$ cat src/rtl/scratch_pad_read_sequencer.sv
// scratch_pad_read_sequencer: streams one layer's rows to the scratch-pad read port and
// tracks BRAM read latency to flag returned rows as valid/last.
module scratch_pad_read_sequencer #(
   parameter int ADDR_W  = 3,
   parameter int LAYER_W = 3,
   parameter int RD_LAT  = 1,
   parameter int CNT_W   = 4
) (
   input  logic               read_clk,
   input  logic               rst,
   input  logic               start,
   input  logic [LAYER_W-1:0] layer,
   input  logic [CNT_W-1:0]   num_rows,
   input  logic [CNT_W-1:0]   num_rep,
   input  logic               stall,
   output logic               rd_en,
   output logic [ADDR_W-1:0]  rd_addr,
   output logic               data_valid,
   output logic               data_last,
   output logic               busy,
   output logic               done
);
   localparam logic [1:0] IDLE = 2'd0, ISSUE = 2'd1, DRAIN = 2'd2, FIN = 2'd3;
   logic [1:0]        state;
   logic [CNT_W-1:0]  rows, reps, row_idx, pass;
   logic [ADDR_W-1:0] base, start_base;
   logic [RD_LAT-1:0] pv, pl;
   logic [RD_LAT:0]   vs, ls;
   logic              row_end, is_last, pipe_next_empty;
   assign start_base = ADDR_W'({layer, 1'b0});
   assign rd_en      = (state == ISSUE) & ~stall;
   assign row_end    = row_idx == rows - CNT_W'(1);
   assign is_last    = row_end & (pass == reps - CNT_W'(1));
   assign vs         = {pv, rd_en};
   assign ls         = {pl, rd_en & is_last};
   assign data_valid = pv[RD_LAT-1] & ~stall;
   assign data_last  = data_valid & pl[RD_LAT-1];
   // FIN is entered on the edge that retires the final row, so done follows data_last directly
   assign pipe_next_empty = stall ? ~|pv : ~|vs[RD_LAT-1:0];
   assign busy = state != IDLE;
   assign done = state == FIN;
   always_ff @(posedge read_clk) begin
      if (rst) begin
         state   <= IDLE;
         rd_addr <= '0;
         base    <= '0;
         pv      <= '0;
         pl      <= '0;
         rows    <= '0;
         reps    <= '0;
         row_idx <= '0;
         pass    <= '0;
      end else begin
         if (!stall) begin
            pv <= vs[RD_LAT-1:0];
            pl <= ls[RD_LAT-1:0];
         end
         case (state)
            IDLE: if (start) begin
               rows    <= num_rows;
               reps    <= (num_rep == '0) ? CNT_W'(1) : num_rep;
               base    <= start_base;
               rd_addr <= start_base;
               row_idx <= '0;
               pass    <= '0;
               state   <= (num_rows == '0) ? FIN : ISSUE;
            end
            ISSUE: if (rd_en) begin
               row_idx <= row_end ? '0 : row_idx + CNT_W'(1);
               pass    <= row_end ? pass + CNT_W'(1) : pass;
               rd_addr <= row_end ? base : rd_addr + ADDR_W'(1);
               state   <= is_last ? DRAIN : ISSUE;
            end
            DRAIN: state <= pipe_next_empty ? FIN : DRAIN;
            default: state <= IDLE;
         endcase
      end
   end
endmodule

$ cat config.mk
export PLATFORM = sky130hd
export DESIGN_NAME = scratch_pad_read_sequencer
export DESIGN_NICKNAME = d
export VERILOG_FILES = /design/src/rtl/scratch_pad_read_sequencer.sv
export SDC_FILE = /design/constraint.sdc
export NUM_CORES = 1
export LEC_CHECK = 0
export CAP_MARGIN = 20
export CORE_MARGIN = 10
export CORE_UTILIZATION = 57
export CTS_BUF_LIST = sky130_fd_sc_hd__clkbuf_4 sky130_fd_sc_hd__clkbuf_8
export CTS_CLUSTER_SIZE = 40
export DETAILED_ROUTE_END_ITERATION = 10
export PLACE_DENSITY = 0.92
export REMOVE_ABC_BUFFERS = 1
export SLEW_MARGIN = 0
export SYNTH_ARGS = -nofsm -noshare
export SYNTH_HDL_FRONTEND = slang
export SYNTH_SLANG_ARGS = --single-unit
$ cat constraint.sdc
create_clock -name read_clk -period 2.9 [get_ports read_clk]
set_input_delay 0.58 -clock read_clk [delete_from_list [all_inputs] [get_ports read_clk]]
set_output_delay 0.58 -clock read_clk [all_outputs]
set_load 0.05 [all_outputs]
==> impl.org <==
** Status
- The flow ran to the end, and the final reports show no timing, DRC or antenna violations.

** Pwr
- Of the total power, the share spent switching nets is 31.42%.
- Total power divided by cell area :: 451.7 nW/µm²
- IR analysis of the VDD net gives a maximum drop of 0.2826 mV.
- Of the total power, registers draw 53.1%.
- Cell internal power was estimated by the tool at 0.4880 mW.
- The clock network accounts for 22.6% of the total power.
- Leakage power summed over all cells :: 0.6245 nW
- The design draws 0.7116 mW.
- In this run, the combinational gates consume 24.2% of the power.
- Switch Pwr :: 0.2235 mW

** Timing
- Transition time at the pin with the least slew margin :: 0.5685 ns
- Setup Skew :: 0.002980 ns
- The number of hold-slack violations in the final timing report came to 0.
- Post-route setup TNS :: 0 ns
- In the finished design, the share of the clock period the worst path needs comes to 82.27%.
- Final Max Tran Viols :: 0
- Setup violations remaining at the end of the flow were counted as 0.
- Shortest period the worst path allows :: 2.386 ns
- Worst-case hold slack :: 0.4682 ns
- Measured against its own limit, the worst slew margin works out to 61.98%.
- Unrepaired setup endpoints after global routing :: false
- For this run, the top clock speed supported by timing is 419.2 MHz.

** Global routing
- Vias in the first global route :: 1124
- Antenna violations before repair :: 0
- Global routing consumed, on the met3 layer, 3.100% of the routing resources.
- Gr usage total :: 13.85%
- Grt total ovfl :: 0
- Met2 GRT Util :: 24.53%
- Fraction of met1 tracks used by global routing :: 14.72%
- Pin count of the biggest net entering global routing :: 16
- The global routing stage identified its most utilized layer as met2.
- Wire length of the first global-routing pass :: 4899 µm

** Route
- Remaining design rule violation count :: 0
- Count of TritonRoute iterations in the first routing pass :: 4
- After the first detailed-routing iteration, the DRC count stood at 51.
- The routed layout has 1144 vias.
- Post-DR wirelength/cell :: 14.65 µm
- Average via count per standard cell :: 5.608
- Wire length after detailed routing :: 2989 µm
- Once detail routing completed, the nets flagged for antenna violations numbered 0.

** Setup path
- Required time at the endpoint of the critical path :: 2.32 ns
- Startpoint of the most critical setup path :: state[1]
- The critical path goes through nor2_1 -> inv_1 -> clkdlybuf4s50_1.
- Category of cells accounting for the largest share of critical-path delay :: buffers and inverters
- Critical path startpoint category :: register
- Largest fanout on the critical path :: 8
- Crit path capture :: busy
- The number of buffers and inverters on the critical path is 2.
- The worst setup path is captured at an output port.
- Cell count of the worst reg-to-reg path :: 7
- The worst register-to-register path ends at pl.
- Worst EP arrival :: 1.81 ns
- Slowest stage cell on the critical path :: sky130_fd_sc_hd__clkdlybuf4s50_1
- The worst register-to-register path begins at rows[0].
- Flop2flop setup slack :: 0.98 ns
- CP Depth :: 3
- The critical path is of the register to output port type.
- For this run, the slowest stage of the critical path takes 0.80 ns.

** Placement
- Global placement routability congestion :: 0.8138
- Port buffering added 21 buffers.
- Summed over all nets, the half-perimeter wirelength after detailed placement is 2386 µm.

** Clock network
- TritonCTS clock tree :: yes
- After clock tree synthesis, the setup repair step added 0 buffers.
- Clock-pin slew was measured on the worst setup and hold paths at 0.13 ns.
- Clock insertion delay at the later pin of the skew report :: 0.33 ns
- Gates resized during post-CTS repair numbered 0.
- Total CTS buffers :: 3
- The tree built by TritonCTS fans out to 25 sinks.
- The longest clock path from root to sink contains 2 buffers.
- In this run the number of H-tree levels came out at 1.
- CTS Hold Bufs :: 0
- CTS placed an instance of sky130_fd_sc_hd__clkbuf_4 at the clock tree root.

** Logic synthesis
- Fraction of the yosys area taken by sequential cells :: 38.17%
- Gate count of the mapped netlist :: 154
- Counting flops and latches in the post-synthesis netlist gives 25.
- Yosys synthesis warning count :: 0
- Synthesized area per cell :: 8.515 µm²
- Counting distinct cell types in the post-synthesis netlist gives 36.
- In this run the cell area of the synthesized design comes to 1311 µm².

** Die
- Die outline area :: 4619 µm²
- The die is 67.97 µm tall.
- For this design the top-level I/O count stands at 23.
- The region available for standard cell placement spans 2212 µm².
- The floorplan step set the die width to 67.97 µm.
- Initial cell density of the core :: 59.28%
- Row generation in the floorplan step produced 17 rows.

** Run
- MaxCap Viol Count :: 0

** Min path
- Worst hold path type :: register to register

** Cells and area
- Antenna cells :: 0
- The layout has 181 filler cells.
- P&R area growth vs syn :: 20.13%
- Of the cells placed in the final design, the portion with a size suffix greater than 1 is 10.23%.
- The net count of the finished layout is 197.
[logic make-up after synthesis]
kind of cell               share of synthesized area (%)
muxes                                             0.7634
DFF                                                38.17
AOI/OAI and AO/OA                                  15.08
buffers and inverters                              3.149
and+or+nand+nor                                    25.76
adders and majority gates                          4.771
xor gates and xnor gates                           12.31
[per-layer routing]
metal	routed length, µm	part of all wire (%)
met1	1199	40
met2	1562	52
met3	158	5.3
met4	70	2.3
met5	0	0
[power by group through the flow]
| stage | combinational, mW | sequential, mW | clock, mW |
|---|---|---|---|
| 2_1_floorplan | 0.0954 | 0.397 | 0 |
| 3_3_place_gp | 0.164 | 0.384 | 0 |
| 3_5_place_dp | 0.172 | 0.386 | 0 |
| 4_1_cts | 0.173 | 0.378 | 0.165 |
| 5_1_grt | 0.189 | 0.381 | 0.183 |
| 6_report | 0.172 | 0.378 | 0.161 |
[cell usage after synthesis]
master | count | area share (%)
sky130_fd_sc_hd__a211oi_1 | 2 | 1.1
sky130_fd_sc_hd__a21boi_0 | 1 | 0.57
sky130_fd_sc_hd__a21boi_1 | 1 | 0.57
sky130_fd_sc_hd__a21o_1 | 1 | 0.57
sky130_fd_sc_hd__a21oi_1 | 15 | 5.7
sky130_fd_sc_hd__a21oi_2 | 4 | 2.7
sky130_fd_sc_hd__a31oi_1 | 1 | 0.48
sky130_fd_sc_hd__and2_1 | 3 | 1.4
sky130_fd_sc_hd__and3_4 | 1 | 0.86
sky130_fd_sc_hd__clkbuf_1 | 5 | 1.4
sky130_fd_sc_hd__dfxtp_1 | 25 | 38
sky130_fd_sc_hd__ha_1 | 5 | 4.8
sky130_fd_sc_hd__inv_1 | 6 | 1.7
sky130_fd_sc_hd__mux2i_1 | 1 | 0.76
sky130_fd_sc_hd__nand2_1 | 23 | 6.6
sky130_fd_sc_hd__nand2_4 | 1 | 0.86
sky130_fd_sc_hd__nand2b_1 | 4 | 1.9
sky130_fd_sc_hd__nand3_1 | 2 | 0.76
sky130_fd_sc_hd__nand3b_1 | 1 | 0.57
sky130_fd_sc_hd__nand4_1 | 3 | 1.4
sky130_fd_sc_hd__nand4b_1 | 1 | 0.67
sky130_fd_sc_hd__nor2_1 | 4 | 1.1
sky130_fd_sc_hd__nor2b_1 | 3 | 1.4
sky130_fd_sc_hd__nor3_1 | 10 | 3.8
sky130_fd_sc_hd__nor4_1 | 3 | 1.4
sky130_fd_sc_hd__o21ai_0 | 4 | 1.5
sky130_fd_sc_hd__o21bai_1 | 2 | 1.1
sky130_fd_sc_hd__o41ai_1 | 1 | 0.67
sky130_fd_sc_hd__or2_2 | 1 | 0.48
sky130_fd_sc_hd__or3_1 | 2 | 0.95
sky130_fd_sc_hd__or4_1 | 1 | 0.57
sky130_fd_sc_hd__or4_4 | 1 | 0.86
sky130_fd_sc_hd__xnor2_1 | 5 | 3.3
sky130_fd_sc_hd__xnor2_2 | 1 | 1.2
sky130_fd_sc_hd__xnor3_1 | 1 | 1.7
sky130_fd_sc_hd__xor2_1 | 9 | 6.0
[worst min path at each step]
stage	startpoint	end	slack, ns	cells after the start
finish	pl	pl	0.47	2
global route	pl	pl	0.48	2
CTS	pl	pl	0.47	2
detailed placement	pl	pl	0.45	2
global placement	base[2]	base[2]	0.44	2
floorplan	pl	pl	0.43	2
[registers in the layout, summed over array words and instances (netlist names)]
register	flops
pv	1
reps	4
pl	1
row_idx	4
pass	4
rows	4
state	2
base	2
rd_addr	3
[tightest hold or removal path: cells and delay by family (launching register included)]
family / cells / cell delay (ns)
and+or+nand+nor: 1 / 0.06
DFF: 1 / 0.33
AOI/OAI and AO/OA: 1 / 0.05
[area by class of cell]
cell class | count | area [µm²] | share of cell area [%]
clock inverters | 1 | 7.507 | 0.4766
repair buffers | 23 | 217.7 | 13.82
multi-input cells | 118 | 769.5 | 48.85
clock buffers | 3 | 22.52 | 1.430
inverters | 6 | 22.52 | 1.430
flip-flops and latches | 25 | 500.5 | 31.77
well taps | 28 | 35.03 | 2.224
[cell usage in the layout, fill, tap and decap left out, types with 3 or more instances in the layout]
master                            count
sky130_fd_sc_hd__clkdlybuf4s50_1     18
sky130_fd_sc_hd__inv_1                6
sky130_fd_sc_hd__ha_1                 5
sky130_fd_sc_hd__nor4_1               3
sky130_fd_sc_hd__clkbuf_4             3
sky130_fd_sc_hd__nand2_1             23
sky130_fd_sc_hd__dfxtp_1             25
sky130_fd_sc_hd__nor2b_1              3
sky130_fd_sc_hd__xnor2_1              5
sky130_fd_sc_hd__nor2_1               4
sky130_fd_sc_hd__a21oi_1             15
sky130_fd_sc_hd__nor3_1              10
sky130_fd_sc_hd__o21ai_0              4
sky130_fd_sc_hd__nand2b_1             4
sky130_fd_sc_hd__a21oi_2              4
sky130_fd_sc_hd__and2_1               3
sky130_fd_sc_hd__nand4_1              3
sky130_fd_sc_hd__xor2_1               9
sky130_fd_sc_hd__buf_4                5
[stage by stage]
step           cells  cell area (µm²)  utilization [%]  setup slack (ns)
6_report         204             1575            71.21            0.5142
5_1_grt          204             1575            71.21            0.3976
4_1_cts          204             1575            71.21            0.5117
3_5_place_dp     200             1545            69.85            0.6281
3_3_place_gp     200             1545            69.85            0.6828
2_1_floorplan    149             1292                -            0.4853
Power figures use the tool's default switching activity.
